**config.mk**
```make
export PLATFORM = sky130hd
export DESIGN_NAME = inst_fetch_flat
export DESIGN_NICKNAME = d
export VERILOG_FILES = /design/src/rtl/inst_fetch_pkg.sv /design/src/rtl/inst_fetch_if.sv /design/src/rtl/inst_fetch_queue.sv /design/src/rtl/inst_fetch.sv /design/src/flat_wrapper.sv
export SDC_FILE = /design/constraint.sdc
export NUM_CORES = 1
export LEC_CHECK = 0
export BUFFER_PORTS_ARGS = -buffer_cell sky130_fd_sc_hd__buf_2
export CAP_MARGIN = 0
export CORE_ASPECT_RATIO = 0.7
export CORE_MARGIN = 3
export CORE_UTILIZATION = 28
export CTS_BUF_LIST = sky130_fd_sc_hd__clkbuf_4
export CTS_CLUSTER_DIAMETER = 100
export DETAILED_ROUTE_END_ITERATION = 8
export GPL_TIMING_DRIVEN = 0
export RECOVER_POWER = 50
export SLEW_MARGIN = 30
export SYNTH_ARGS = -nofsm -noshare
export SYNTH_HDL_FRONTEND = slang
export SYNTH_SLANG_ARGS = --single-unit
```
**constraint.sdc**
```tcl
create_clock -name clk -period 3 [get_ports clk]
set_clock_uncertainty 0.2 [all_clocks]
set_input_delay 0.3 -clock clk [delete_from_list [all_inputs] [get_ports clk]]
set_output_delay 0.3 -clock clk [all_outputs]
set_load 0.05 [all_outputs]
```
**src/rtl/inst_fetch_pkg.sv**
```systemverilog
// Shared fetch definitions: word width, HALT encoding and fetch FSM states.
// HALT handling is only active when INST_FETCH_HALT_DETECT_EN is defined.
package inst_fetch_pkg;

   localparam int unsigned INST_W = 32;
   localparam logic [INST_W-1:0] HALT_WORD = 32'hFFFF_FFFF;

   typedef enum logic [1:0] {
      RUN    = 2'd0,
      DRAIN  = 2'd1,
      HALTED = 2'd2
   } fetch_state_e;

endpackage

```
**src/rtl/inst_fetch_if.sv**
```systemverilog
// Fetch bus bundle: instruction memory port, IF->ID handshake, EXE redirect.
// master = fetch unit, slave = memory/ID/EXE environment.
interface inst_fetch_if
   import inst_fetch_pkg::*;
#(
   parameter int unsigned ADDR_W = 10
) ();

   logic              imem_en;
   logic [ADDR_W-1:0] imem_addr;
   logic [INST_W-1:0] imem_rdata;
   logic [INST_W-1:0] instruction;
   logic [ADDR_W-1:0] inst_pc;
   logic              inst_valid;
   logic              inst_ready;
   logic              redirect_en;
   logic [ADDR_W-1:0] redirect_pc;
   logic              halt;

   modport master (
      output imem_en, imem_addr,
      input  imem_rdata,
      output instruction, inst_pc, inst_valid,
      input  inst_ready,
      input  redirect_en, redirect_pc,
      output halt
   );

   modport slave (
      input  imem_en, imem_addr,
      output imem_rdata,
      input  instruction, inst_pc, inst_valid,
      output inst_ready,
      output redirect_en, redirect_pc,
      input  halt
   );

endinterface

```
**src/rtl/inst_fetch_queue.sv**
```systemverilog
// 2-entry FIFO between imem read data and ID; flush has priority.
module inst_fetch_queue #(
   parameter int unsigned W = 42
) (
   input  logic         clk,
   input  logic         rst_n,
   input  logic         flush,
   input  logic         push,
   input  logic [W-1:0] push_data,
   input  logic         pop,
   output logic [W-1:0] head_data,
   output logic         head_valid,
   output logic [1:0]   count
);

   logic [W-1:0] mem_q [2];
   logic [W-1:0] mem_d [2];
   logic         rd_q, rd_d, wr_q, wr_d;
   logic [1:0]   cnt_q, cnt_d;
   logic         do_pop, do_push;

   assign do_pop  = pop & (cnt_q != 2'd0);
   assign do_push = push & ((cnt_q != 2'd2) | do_pop);

   always_comb begin
      mem_d = mem_q;
      rd_d  = rd_q;
      wr_d  = wr_q;
      cnt_d = cnt_q;
      if (flush) begin
         rd_d  = 1'b0;
         wr_d  = 1'b0;
         cnt_d = 2'd0;
      end else begin
         if (do_push) begin
            mem_d[wr_q] = push_data;
            wr_d        = ~wr_q;
         end
         if (do_pop) rd_d = ~rd_q;
         cnt_d = cnt_q + {1'b0, do_push} - {1'b0, do_pop};
      end
   end

   always_ff @(posedge clk) begin
      if (!rst_n) begin
         mem_q[0] <= '0;
         mem_q[1] <= '0;
         rd_q     <= 1'b0;
         wr_q     <= 1'b0;
         cnt_q    <= 2'd0;
      end else begin
         mem_q <= mem_d;
         rd_q  <= rd_d;
         wr_q  <= wr_d;
         cnt_q <= cnt_d;
      end
   end

   assign head_data  = mem_q[rd_q];
   assign head_valid = (cnt_q != 2'd0);
   assign count      = cnt_q;

endmodule

```
**src/rtl/inst_fetch.sv**
```systemverilog
// Instruction fetch: PC, 1-cycle imem read, 2-entry queue to ID, EXE redirect.
// Define INST_FETCH_HALT_DETECT_EN to stop fetching at the HALT word.
module inst_fetch
   import inst_fetch_pkg::*;
#(
   parameter int unsigned       ADDR_W   = 10,
   parameter logic [ADDR_W-1:0] RESET_PC = '0
) (
   input logic          clk,
   input logic          rst_n,
   inst_fetch_if.master bus
);

   localparam int unsigned QW = INST_W + ADDR_W;

   fetch_state_e      state_q, state_d;
   logic [ADDR_W-1:0] pc_q, pc_d;
   logic [ADDR_W-1:0] ipc_q, ipc_d;
   logic              infl_q, infl_d;
   logic              live_q, live_d;

   logic [QW-1:0]     q_head;
   logic              q_valid;
   logic [1:0]        q_count;
   logic [INST_W-1:0] head_inst;
   logic [ADDR_W-1:0] head_pc;
   logic              push, valid, xfer, room, issue;
   logic              halt_push, halt_pop;

   assign head_inst = q_head[QW-1:ADDR_W];
   assign head_pc   = q_head[ADDR_W-1:0];

   assign push  = infl_q & ~bus.redirect_en;
   assign valid = q_valid & ~bus.redirect_en & (state_q != HALTED);
   assign xfer  = valid & bus.inst_ready;
   // a word leaving this cycle frees the slot the next read will land in
   assign room  = ({1'b0, q_count} + {2'b00, infl_q}) < (3'd2 + {2'b00, xfer});

`ifdef INST_FETCH_HALT_DETECT_EN
   assign halt_push = push & (bus.imem_rdata == HALT_WORD);
   assign halt_pop  = xfer & (state_q == DRAIN) & (head_inst == HALT_WORD);
`else
   assign halt_push = 1'b0;
   assign halt_pop  = 1'b0;
`endif

   // the word behind HALT is never read
   assign issue = live_q & (state_q == RUN) & ~bus.redirect_en
                & ~halt_push & room;

   always_comb begin
      state_d = state_q;
      pc_d    = pc_q;
      ipc_d   = ipc_q;
      infl_d  = issue;
      live_d  = 1'b1;
      if (bus.redirect_en) begin
         state_d = RUN;
         pc_d    = bus.redirect_pc;
         infl_d  = 1'b0;
      end else begin
         if (issue) begin
            pc_d  = pc_q + ADDR_W'(1);
            ipc_d = pc_q;
         end
         unique case (state_q)
            RUN:     if (halt_push) state_d = DRAIN;
            DRAIN:   if (halt_pop) state_d = HALTED;
            default: state_d = state_q;
         endcase
      end
   end

   always_ff @(posedge clk) begin
      if (!rst_n) begin
         state_q <= RUN;
         pc_q    <= RESET_PC;
         ipc_q   <= '0;
         infl_q  <= 1'b0;
         live_q  <= 1'b0;
      end else begin
         state_q <= state_d;
         pc_q    <= pc_d;
         ipc_q   <= ipc_d;
         infl_q  <= infl_d;
         live_q  <= live_d;
      end
   end

   inst_fetch_queue #(.W(QW)) u_queue (
      .clk        (clk),
      .rst_n      (rst_n),
      .flush      (bus.redirect_en),
      .push       (push),
      .push_data  ({bus.imem_rdata, ipc_q}),
      .pop        (xfer),
      .head_data  (q_head),
      .head_valid (q_valid),
      .count      (q_count)
   );

   assign bus.imem_en     = issue;
   assign bus.imem_addr   = pc_q;
   assign bus.instruction = head_inst;
   assign bus.inst_pc     = head_pc;
   assign bus.inst_valid  = valid;
   assign bus.halt        = (state_q == HALTED);

endmodule
```
**src/flat_wrapper.sv**
```systemverilog
// flat-port wrapper written by rule: the top's interface ports become plain ports
module inst_fetch_flat import inst_fetch_pkg::*;
#(
   parameter int unsigned       ADDR_W   = 10,
   parameter logic [ADDR_W-1:0] RESET_PC = '0
)
  (clk, rst_n, bus_imem_en, bus_imem_addr, bus_imem_rdata, bus_instruction, bus_inst_pc, bus_inst_valid, bus_inst_ready, bus_redirect_en, bus_redirect_pc, bus_halt);
  inst_fetch_if #(.ADDR_W(ADDR_W)) bus_i ();
  input logic clk;
  input logic rst_n;
  output wire logic [$bits(bus_i.imem_en)-1:0] bus_imem_en;
  output wire logic [$bits(bus_i.imem_addr)-1:0] bus_imem_addr;
  input wire logic [$bits(bus_i.imem_rdata)-1:0] bus_imem_rdata;
  output wire logic [$bits(bus_i.instruction)-1:0] bus_instruction;
  output wire logic [$bits(bus_i.inst_pc)-1:0] bus_inst_pc;
  output wire logic [$bits(bus_i.inst_valid)-1:0] bus_inst_valid;
  input wire logic [$bits(bus_i.inst_ready)-1:0] bus_inst_ready;
  input wire logic [$bits(bus_i.redirect_en)-1:0] bus_redirect_en;
  input wire logic [$bits(bus_i.redirect_pc)-1:0] bus_redirect_pc;
  output wire logic [$bits(bus_i.halt)-1:0] bus_halt;
  assign bus_imem_en = bus_i.imem_en;
  assign bus_imem_addr = bus_i.imem_addr;
  assign bus_i.imem_rdata = bus_imem_rdata;
  assign bus_instruction = bus_i.instruction;
  assign bus_inst_pc = bus_i.inst_pc;
  assign bus_inst_valid = bus_i.inst_valid;
  assign bus_i.inst_ready = bus_inst_ready;
  assign bus_i.redirect_en = bus_redirect_en;
  assign bus_i.redirect_pc = bus_redirect_pc;
  assign bus_halt = bus_i.halt;
  inst_fetch #(.ADDR_W(ADDR_W), .RESET_PC(RESET_PC)) u_core (.clk(clk), .rst_n(rst_n), .bus(bus_i));
endmodule
```
Word-level counts from Yosys, hierarchy flattened
Index checks and enable logic that the tools add are counted.
{"block": "totals", "regBits": 110, "latchBits": 0, "mem_bits_rw": 0, "romBits": 0, "input_bits": 46, "output_inout_bits": 55, "elab_cells": 48, "memories": 0}
{"block": "op_classes", "add_sub_neg": 5, "n_mul": 0, "div": 0, "n_lt_le_gt_ge": 4, "eq_ne": 1, "shifts": 0, "mux": 9, "n_bitwise": 14, "n_reduce_logical": 6}
{"operator": "2-to-1 mux 42 bit", "n": 4}
{"operator": "bitwise mux 84 bit", "n": 1}
{"operator": "demux 42 bit (select 1 bit)", "n": 1}
{"operator": "2-to-1 mux 10 bit", "n": 2}
{"operator": "adder 10 x 1 -> 10 bit, second input constant", "n": 1}
{"operator": "AND 1 bit", "n": 7}
{"operator": ">= comparator 2 bit, second input constant", "n": 2}
{"operator": "inverter 1 bit", "n": 4}
{"operator": "inverter 1 -> 2 bit", "n": 2}
{"operator": "AND reduction 2 bit", "n": 2}
{"operator": "nonzero test 2 bit", "n": 2}
{"operator": "adder 2 x 1 -> 3 bit", "n": 1}
{"operator": "adder 2 x 1 -> 3 bit, first input constant", "n": 1}
{"operator": "less-than comparator 3 bit", "n": 1}
{"operator": "adder 2 x 1 -> 2 bit", "n": 1}
{"operator": "less-than comparator 2 x 1 -> 1 bit, second input constant", "n": 1}
{"operator": "inequality test 2 bit, second input constant", "n": 1}
{"operator": "OR reduction 2 bit", "n": 1}
{"operator": "subtractor 2 x 1 -> 2 bit", "n": 1}
{"operator": "logical AND 1 bit", "n": 1}
{"operator": "2-to-1 mux 1 bit", "n": 1}
{"operator": "OR 1 bit", "n": 1}

Logic depth before layout (Yosys ltp)
Gate-level depths: netlist of the first run.
{"block": "depth", "ltp_word": 8, "mapped_depth": 9, "depth_no_buf": 8}

Hierarchy
From an unflattened synthesis of the first run, not the netlist that was laid out.
{"block": "hier_totals", "cells_unflattened": 505, "hier_area_um2": 5057.4}
{"module": "inst_fetch_queue", "n_inst": 1, "cells_per_inst": 389, "area_per_inst_um2": 3936.3, "seq_area_each_um2": 1761.7}
{"module": "inst_fetch", "n_inst": 1, "cells_per_inst": 116, "area_per_inst_um2": 1121.1, "seq_area_each_um2": 440.4}

Least setup slack after synthesis of the first run
Ideal clock, no wire load.
{"block": "synth_timing", "path_kind": "flip-flop to output port", "startpoint": "register u_core.u_queue.cnt_q[0] (netlist: u_core.u_queue.count[0])", "endpoint": "output bus_imem_en", "arrival_time_ps": 2097, "required_time_ps": 2500, "path_slack_ps": 403, "path_stages_with_launch": 7, "n_path_buf": 1, "cell_sequence": "dfxtp_1 > ha_1 > ha_1 > nor3b_1 > a31oi_4 > clkbuf_1 > nor2_1"}
{"block": "synth_between", "elab_chain_cells": 6, "word_cells_on_any_way": 7, "cone_classes": "add/sub (2); order compare (1); bitwise (3); reduce/logical (1)"}
{"element": "start, declared", "line_no": "inst_fetch_queue.sv:19", "source": "logic [1:0] cnt_q, cnt_d;"}
{"element": "start signal, assigned", "line_no": "inst_fetch_queue.sv:55", "source": "cnt_q <= cnt_d;"}
{"element": "nonzero test 2 bit", "line_no": "inst_fetch_queue.sv:60", "source": "assign head_valid = (cnt_q != 2'd0);"}
{"element": "AND 1 bit", "line_no": "inst_fetch.sv:34", "source": "assign valid = q_valid & ~bus.redirect_en & (state_q != HALTED);"}
{"element": "AND 1 bit", "line_no": "inst_fetch.sv:35", "source": "assign xfer = valid & bus.inst_ready;"}
{"element": "adder 2 x 1 -> 3 bit", "line_no": "inst_fetch.sv:37", "source": "assign room = ({1'b0, q_count} + {2'b00, infl_q}) < (3'd2 + {2'b00, xfer});"}
{"element": "less-than comparator 3 bit (*)", "line_no": "inst_fetch.sv:37"}
{"element": "AND 1 bit (*)", "line_no": "inst_fetch.sv:49", "source": "& ~halt_push & room;"}
{"element": "end, declared", "line_no": "flat_wrapper.sv:11", "source": "output wire logic [$bits(bus_i.imem_en)-1:0] bus_imem_en;"}
Every way passes the cells marked *; elsewhere a longest branch is shown, timed or not.

Worst setup path in the final report of the first run
Ends and elaborated chain as after synthesis.

==> qor.csv, run 1 <==
metric;value;unit
status;finished clean;
Clock transition at path regs;0.15;ns
Crit path arrival time;2.24;ns
clk sink count;110;
Antenna Cells;0;
post-DP HPWL;9.383;mm
Fmax achieved;0.3644;GHz
sequential share of the synthesized area;47.52;%
fin crit period;2.744;ns
Switching Share;26.33;%
Tcrit/Tclk final;91.48;%
first-pass GRT wire length;21.48;mm
Die ar.;18160;um2
WHS;0.1582;ns
Synth Net Count;612;
Worst EP required;2.50;ns
area grow syn2layout;28.86;%
Place WS;0.4667;ns
WL/cell;14.20;um
routed wire length;13.32;mm
Worst Hold Class;primary input to register;
Commonest cells post-synth;nand2_1, dfxtp_1, a21oi_1;
share of the synthesized area in the top cell type;47.52;%
DRC;0;
number of flops mapped to enable cells by yosys;0;
core box area;15830;um2
Nets;764;
final setup TNS;0;ns
Crit. End Element;output pin;
Initial DRC Count;271;
largest net degree at the start of global routing;18;
Post-DP Area;5400;um2
Comb pwr share;11.5;%
post-route cell area;5972;um2
# port buffers;98;
Avg Inst Size Synth;8.261;um2
share of power burned in the clock network;31.2;%
vias in the first global route;3999;
drt pass-1 iters;5;
fin util;37.72;%
total grt overflow;0;
mapped cell area;4634;um2
initial antenna violation count;0;
Reg power frac;57.3;%
max cap viols;0;
slew of the pin with the lowest slew margin;0.7914;ns
Root Buffer;clkbuf_4;
Fill cells;1681;
startpoint types;register;
GRT Util Overall;14.61;%
internal power;1.946;mW
top post-synthesis cells by area;dfxtp_1, nand2_1, a21oi_1, mux2_2, o21ai_0;
Synth warnings;0;
P_sw;0.6952;mW
Synth Flop Type;dfxtp_1;
Pleak;2.272;nW
initial core utilization;29.27;%
vias per inst;4.523;
die height;113.6;um
Syn Inst Count;561;
CTS H-tree depth;3;
Worst IR Drop VDD;213.9;uV
kind of critical path;register to output pin;
Ports;101;
dominant cell type by area after synthesis;dfxtp_1;
layout cells sized above 1;22.70;%
Final Wtd Congestion;0.7737;
Synth cell types;38;
CTS tree;built;
most numerous cell in the Yosys netlist;nand2_1;
fin. max-slew vios;0;
# setup viols final;0;
setup slack after layout;0.2557;ns
crit-path max FO;18;
Rel. slew slack;46.83;%
Die W;159.8;um
Clock Path Buffers;2;
total CTS buffers;9;
Clock Latency Late Sink;0.45;ns
Detail Route Antenna Nets;0;
RSZ-0062 raised after global routing;no;
power density over cell area;442.2;nW/um2
via count;4243;
FFs w/ async S/R, synth;0;%
Site Rows;38;
Final Hold Viols;0;
Synth Register Bits;110;
[cell type report]
| cell class | instances | area, um2 | share of cell area, % |
|---|---|---|---|
| Multi-Input combinational cell | 403 | 2221 | 37.19 |
| Sequential cell | 110 | 2202 | 36.87 |
| Timing Repair Buffer | 142 | 915.9 | 15.34 |
| Tap cell | 220 | 275.3 | 4.609 |
| Buffer | 42 | 178.9 | 2.996 |
| Clock inverter | 6 | 85.08 | 1.425 |
| Clock buffer | 10 | 75.07 | 1.257 |
| Inverter | 5 | 18.77 | 0.3143 |
[final timing paths]
path / from / to / slack (ns) / cells past startpoint
setup reg to reg: u_core.u_queue.count[0] / u_core.bus.imem_addr[2] / 0.67 / 7
hold reg to reg: u_core.u_queue.mem_q[39] / u_core.u_queue.mem_q[39] / 0.26 / 2
setup / recovery: u_core.u_queue.count[0] / bus_imem_en / 0.26 / 6
hold / removal: bus_inst_ready / u_core.u_queue.rd_q / 0.16 / 4
[placed cells by master (no fill, tap or decap), types with 3 or more instances in the layout]
cell           count
clkbuf_2           3
or4_1              4
nor2_1             3
ha_1               5
dlygate4sd3_1     44
mux2_2            42
clkbuf_4          10
o21ai_0           21
buf_2             97
a31oi_1            7
inv_1              5
clkbuf_1          39
or3_1              3
dfxtp_1          110
nand3_1           14
nand2_1          175
a21oi_1           98
o31ai_1            4
xnor2_1            3
[kinds of logic after synthesis]
family                     synth area share (%)
AOI/OAI and AO/OA                         16.04
xor gates and xnor gates                 0.7561
adders and majority gates                 1.350
buffers and inverters                     4.563
DFF                                       47.52
muxes                                     10.21
other                                   0.08092
and+or+nand+nor                           19.49
[timing repair]
action,4_1_cts,5_1_grt
hold buffers,44,0
setup endpoints to repair,1,22
endpoints found under the hold margin,82,0
gates resized for setup,1,6
setup buffers,0,0
[per-layer routing]
metal  vias to the layer above  wire length, um  GRT usage, %
met5                         -                0             0
met4                         0              104         2.948
met3                        10              708         3.412
met2                       106             5587         21.85
met1                      1932             6922         21.57
li1                       2195                -             -
[through the flow]
step                      cells  power, mW
after floorplan             561      1.709
after global placement      879      1.809
after detailed placement    879      1.809
after CTS                   939      2.686
after global routing        938      2.771
final                       938      2.641
[flip-flops by register name, indices dropped and copies added, names as in the netlist]
signal and flops:
u_core.u_queue.rd_q 1, u_core.bus.imem_addr 10, u_core.u_queue.count 2, u_core.ipc_q 10, u_core.u_queue.wr_q 1, u_core.infl_q 1
u_core.live_q 1, u_core.u_queue.mem_q 84
[critical path: stages (launching register included)]
cell and delay, ns:
dfxtp_1 0.38, ha_1 0.21, ha_1 0.29, nor3b_2 0.31, a31oi_4 0.15, nor2_1 0.16, buf_2 0.28
[power groups by stage]
stage | sequential, mW | combinational [mW] | clock, mW
floorplan | 1.57 | 0.138 | 0
global placement | 1.54 | 0.265 | 0
detailed placement | 1.54 | 0.266 | 0
CTS | 1.51 | 0.311 | 0.862
global route | 1.52 | 0.332 | 0.921
finish | 1.51 | 0.305 | 0.823
Power figures use the tool's default switching activity.
==> inputs of run 2 (changes only) <==
--- a/config.mk
+++ b/config.mk
@@ -7,14 +7,17 @@
 export LEC_CHECK = 0
 export BUFFER_PORTS_ARGS = -buffer_cell sky130_fd_sc_hd__buf_2
 export CAP_MARGIN = 0
+export CELL_PAD_IN_SITES_DETAIL_PLACEMENT = 2
+export CELL_PAD_IN_SITES_GLOBAL_PLACEMENT = 2
 export CORE_ASPECT_RATIO = 0.7
 export CORE_MARGIN = 3
 export CORE_UTILIZATION = 28
 export CTS_BUF_LIST = sky130_fd_sc_hd__clkbuf_4
-export CTS_CLUSTER_DIAMETER = 100
 export DETAILED_ROUTE_END_ITERATION = 8
 export GPL_TIMING_DRIVEN = 0
+export PLACE_DENSITY_LB_ADDON = 0.1
 export RECOVER_POWER = 50
+export REMOVE_ABC_BUFFERS = 1
 export SLEW_MARGIN = 30
 export SYNTH_ARGS = -nofsm -noshare
 export SYNTH_HDL_FRONTEND = slang
==> qor.csv, run 2 (synthesis gave the netlist of run 1 again) <==
metric;value;unit;change
fin. max-slew vios;0;;unchanged
Die ar.;18160;um2;unchanged
Crit path arrival time;2.85;ns;+0.61 ns
Worst path max stage delay;0.57;ns;+0.19 ns
die height;113.6;um;unchanged
min-delay src;bus_redirect_en;;
post-DP HPWL;9.671;mm;+3.1%
Clock Latency Late Sink;0.48;ns;+0.03 ns
area grow syn2layout;27.92;%;
Fmax achieved;0.3804;GHz;+4.4%
kind of critical path;register to register;;
CP max stage cell;or4_1;;
startpoint types;register;;
Most flops, register;u_core.u_queue.mem_q;;
initial antenna violation count;0;;unchanged
Pleak;2.214;nW;-2.6%
crit-path max FO;13;;-5
Hold Crit Depth;2;;-2
Site Rows;38;;unchanged
Crit. End Element;register;;
setup slack after layout;0.3709;ns;+0.1151 ns
r2r endpoint;u_core.bus.imem_addr[8];;
vias per inst;4.867;;+7.6%
Antenna Cells;0;;unchanged
total CTS buffers;9;;unchanged
Tcrit/Tclk final;87.64;%;-3.8 points
# port buffers;99;;+1.0%
Die W;159.8;um;unchanged
CTS tree;built;;
Detail Route Antenna Nets;0;;unchanged
WHS;0.1085;ns;-0.04973 ns
routed wire length;15.48;mm;+16%
drt pass-1 iters;4;;-1
Final Wtd Congestion;0.6783;;-12%
RSZ-0062 raised after global routing;no;;
Post-DP Area;5336;um2;-1.2%
Clock Path Buffers;2;;unchanged
commonest non-fill, non-tap cells in the layout;nand2_1, dfxtp_1, a21oi_1;;
Reg2Reg Setup Slack;0.37;ns;-0.30 ns
# setup viols final;0;;unchanged
fin crit period;2.629;ns;-0.1151 ns
CTS H-tree depth;3;;unchanged
power density over cell area;451.1;nW/um2;+2.0%
Post-Place Cells;842;;-4.2%
largest net degree at the start of global routing;52;;+34
via count;4405;;+3.8%
status;finished clean;;
commonest non-fill, non-tap cell in the layout;nand2_1;;
Worst Hold End;u_core.infl_q;;
post-route cell area;5928;um2;-0.73%
Clock transition at path regs;0.17;ns;+0.02 ns
max cap viols;0;;unchanged
Nets;731;;-4.3%
WL/cell;17.11;um;+20%
first-pass GRT wire length;24.89;mm;+16%
critical path's most frequent cell;ha_1;;
Root Buffer;clkbuf_4;;
vias in the first global route;4870;;+22%
clk sink count;110;;unchanged
Place WS;0.4366;ns;-0.03012 ns
Worst EP required;3.22;ns;+0.72 ns
Worst IR Drop VDD;184.5;uV;-14%
Rel. slew slack;29.86;%;-17 points
layout cells sized above 1;23.07;%;+0.36 points
Worst Hold Class;primary input to register;;
critical path cell sequence;ha_1, ha_1, nor3b_4, buf_4, a31oi_2, or4_1, a31oi_1;;
Final Hold Viols;0;;unchanged
Initial DRC Count;174;;-36%
core box area;15830;um2;unchanged
slew of the pin with the lowest slew margin;1.051;ns;+0.2594 ns
GRT Util Overall;17.10;%;+2.5 points
max reg flops;84;;unchanged
Finished Layout Cells;905;;-3.5%
origin of the critical flop-to-flop path;u_core.u_queue.count[0];;
total grt overflow;0;;unchanged
DRC;0;;unchanged
R2R depth;7;;unchanged
initial core utilization;29.27;%;unchanged
Ports;101;;unchanged
-- run 2: report_power, final --
group / leakage, nW / switching, mW / internal, mW
Combinational: 1.24 / 0.196 / 0.111
Sequential: 0.891 / 0.0248 / 1.49
Clock: 0.0852 / 0.489 / 0.365
-- run 2: worst max-delay path, delay by kind of cell (launching register included) --
kind,cells,cell delay (ns)
AOI/OAI and AO/OA,2,0.46
buffers and inverters,1,0.18
adders and majority gates,2,0.48
and+or+nand+nor,2,0.86
DFF,1,0.39
-- run 2: final cells by class --
cell class              count  area [um2]
repair buffers            150        1002
clock buffers              12       90.09
clock inverters             4       71.32
multi-input cells         404        2268
well taps                 220       275.3
inverters                   5       18.77
fillers                  1834        9905
flip-flops and latches    110        2202
-- run 2: worst max path at each step --
stage | start | slack (ns) | cells after the start | endpoint
2_1_floorplan | u_core.u_queue.count[0] | 0.48 | 5 | bus_imem_en
3_3_place_gp | bus_redirect_en | -0.94 | 5 | u_core.u_queue.mem_q[43]
3_5_place_dp | u_core.u_queue.count[0] | 0.44 | 6 | u_core.bus.imem_addr[7]
4_1_cts | u_core.u_queue.count[0] | 0.04 | 6 | bus_imem_en
5_1_grt | u_core.u_queue.count[0] | 0.21 | 6 | bus_imem_en
6_report | u_core.u_queue.count[0] | 0.37 | 7 | u_core.bus.imem_addr[8]
-- run 2: metal layers --
metal  wire (um)  vias to the layer above  GRT usage [%]
met2        7594                       68          31.66
met4         193                        0          3.873
met5           0                        -              0
met3         591                       18          4.247
met1        7102                     2185          20.12
li1            -                     2134              -
-- run 2: metrics by stage --
| step | power, mW | TNS [ns] | util, % |
|---|---|---|---|
| floorplan | 1.694 | 0 | - |
| global placement | 1.790 | -52.02 | 32.92 |
| detailed placement | 1.806 | 0 | 33.70 |
| CTS | 2.720 | 0 | 37.47 |
| global route | 2.816 | 0 | 37.44 |
| finish | 2.674 | 0 | 37.44 |
-- run 2: timing repair --
action | in CTS | in global routing
hold buffers | 43 | 0
resized for setup | 1 | 2
endpoints found under the hold margin | 76 | 0
setup buffers | 0 | 3
pin swaps | 0 | 3
cloned | 0 | 1
setup endpoints to repair | 1 | 1
==> inputs of run 3 (changes only) <==
--- a/config.mk
+++ b/config.mk
@@ -10,7 +10,7 @@
 export CELL_PAD_IN_SITES_DETAIL_PLACEMENT = 2
 export CELL_PAD_IN_SITES_GLOBAL_PLACEMENT = 2
 export CORE_ASPECT_RATIO = 0.7
-export CORE_MARGIN = 3
+export CORE_MARGIN = 5
 export CORE_UTILIZATION = 28
 export CTS_BUF_LIST = sky130_fd_sc_hd__clkbuf_4
 export DETAILED_ROUTE_END_ITERATION = 8
==> qor.csv, run 3 (synthesis gave the netlist of run 1 again) <==
metric;value;unit;change
kind of critical path;register to output pin;;
Clock transition at path regs;0.16;ns;about the same
commonest non-fill, non-tap cells in the layout;nand2_1, dfxtp_1, a21oi_1;;
layout cells sized above 1;23.25;%;+0.18 points
Final Hold Viols;0;;unchanged
max reg flops;84;;unchanged
drt pass-1 iters;4;;unchanged
Fill cells;1903;;+3.8%
total grt overflow;0;;unchanged
slew of the pin with the lowest slew margin;1.023;ns;-0.02744 ns
WL/cell;17.14;um;+0.18%
# setup viols final;0;;unchanged
Crit path arrival time;2.34;ns;-0.51 ns
WHS;0.07202;ns;-0.03643 ns
CTS tree;built;;
startpoint types;register;;
clk sink count;110;;unchanged
GRT Util Overall;16.33;%;-0.77 points
Worst IR Drop VDD;163.1;uV;-12%
Die ar.;19270;um2;+6.1%
critical path's most frequent cell;ha_1;;
status;finished clean;;
routed wire length;15.59;mm;+0.73%
Initial DRC Count;182;;+4.6%
core box area;16300;um2;+2.9%
crit-path max FO;14;;+1
fin. max-slew vios;0;;unchanged
post-DP HPWL;9.776;mm;+1.1%
power density over cell area;420.1;nW/um2;-6.9%
fin util;36.28;%;-1.2 points
die height;117.6;um;+3.5%
initial core utilization;28.44;%;-0.84 points
Root Buffer;clkbuf_4;;
Post-DP Area;5374;um2;+0.70%
Fmax achieved;0.3525;GHz;-7.3%
Crit. End Element;output pin;;
vias per inst;4.798;;-1.4%
Clock Latency Late Sink;0.48;ns;about the same
via count;4366;;-0.89%
Nets;730;;-0.14%
vias in the first global route;4828;;-0.86%
Die W;163.8;um;+2.5%
Pleak;2.216;nW;about the same
CTS H-tree depth;3;;unchanged
critical path cell sequence;ha_1, ha_1, nor3b_4, a31oi_4, nor2_1, buf_2;;
CP max stage cell;dfxtp_1;;
DRC;0;;unchanged
Worst path max stage delay;0.38;ns;-0.19 ns
initial antenna violation count;0;;unchanged
Ports;101;;unchanged
Worst Hold Class;primary input to register;;
max cap viols;0;;unchanged
fin crit period;2.837;ns;+0.2074 ns
# port buffers;99;;unchanged
area grow syn2layout;27.59;%;
post-route cell area;5913;um2;-0.25%
Site Rows;39;;+2.6%
Finished Layout Cells;910;;+0.55%
Detail Route Antenna Nets;0;;unchanged
first-pass GRT wire length;25.30;mm;+1.6%
largest net degree at the start of global routing;62;;+19%
Most flops, register;u_core.u_queue.mem_q;;
Worst EP required;2.50;ns;-0.72 ns
Final Wtd Congestion;0.7067;;+4.2%
commonest non-fill, non-tap cell in the layout;nand2_1;;
Post-Place Cells;848;;+0.71%
Tcrit/Tclk final;94.55;%;+6.9 points
Rel. slew slack;31.69;%;+1.8 points
Clock Path Buffers;2;;unchanged
total CTS buffers;9;;unchanged
## run 3: cell types whose count changed in the layout (fill, tap and decap cells not counted)
| cell | delta |
|---|---|
| clkinvlp_4 | -1 |
| bufinv_16 | -2 |
| clkinv_2 | +5 |
| buf_4 | -2 |
| clkbuf_4 | -3 |
| buf_2 | +2 |
| inv_2 | -1 |
| buf_16 | +2 |
| and3_4 | -1 |
| clkbuf_1 | -2 |
| diode_2 | +1 |
| inv_4 | +1 |
| and3_2 | +1 |
## run 3: timing repair
item	CTS	global route
hold buffers	43	0
resized for setup	1	2
hold endpoints to repair	76	0
pin swaps	0	3
buffers inserted	0	1
endpoints found under the setup margin	1	1
cloned	0	1
## run 3: critical path, delay by kind of cell, from the launching register on
family | cells | cell delay [ns]
and+or+nand+nor | 2 | 0.50
buffers and inverters | 1 | 0.28
adders and majority gates | 2 | 0.53
DFF | 1 | 0.38
AOI/OAI and AO/OA | 1 | 0.16
## run 3: stage by stage
stage	setup TNS [ns]	power (mW)	setup WS, ns
floorplan	0	1.694	0.4774
CTS	0	2.528	0.07702
global route	-0.009976	2.612	-0.009976
detailed placement	0	1.807	0.5182
finish	0	2.484	0.1635
global placement	-49.26	1.790	-0.9278
## run 3: area by class of cell
cell class | count | area [um2] | area share [%]
multi-input combinational | 404 | 2265 | 38.30
sequential | 110 | 2202 | 37.24
timing repair buffer | 149 | 1037 | 17.54
tap | 225 | 281.5 | 4.761
clock buffer | 10 | 75.07 | 1.270
clock inverter | 6 | 28.78 | 0.4867
inverter | 5 | 21.27 | 0.3597
antenna | 1 | 2.502 | 0.04232
## run 3: worst paths after layout
check                           startpoint                  endpoint  slack [ns]  cells past startpoint
hold / removal             bus_redirect_en             u_core.infl_q        0.07                      2
hold reg to reg   u_core.u_queue.mem_q[25]  u_core.u_queue.mem_q[25]        0.27                      2
setup reg to reg   u_core.u_queue.count[0]   u_core.bus.imem_addr[4]        0.48                      7
setup / recovery   u_core.u_queue.count[0]               bus_imem_en        0.16                      6
## run 3: where the power goes
group	total, mW	switching (mW)	internal, mW
combinational	0.308	0.195	0.113
clock	0.663	0.491	0.171
sequential	1.51	0.0257	1.49
total	2.48	0.712	1.77
## run 3: metal layers
metal	share of wire, %	global-route usage (%)	routed length [um]
met1	46	20.18	7122
met2	50	28.38	7754
met3	3.9	4.690	608
met4	0.70	3.143	109
met5	0	0	0
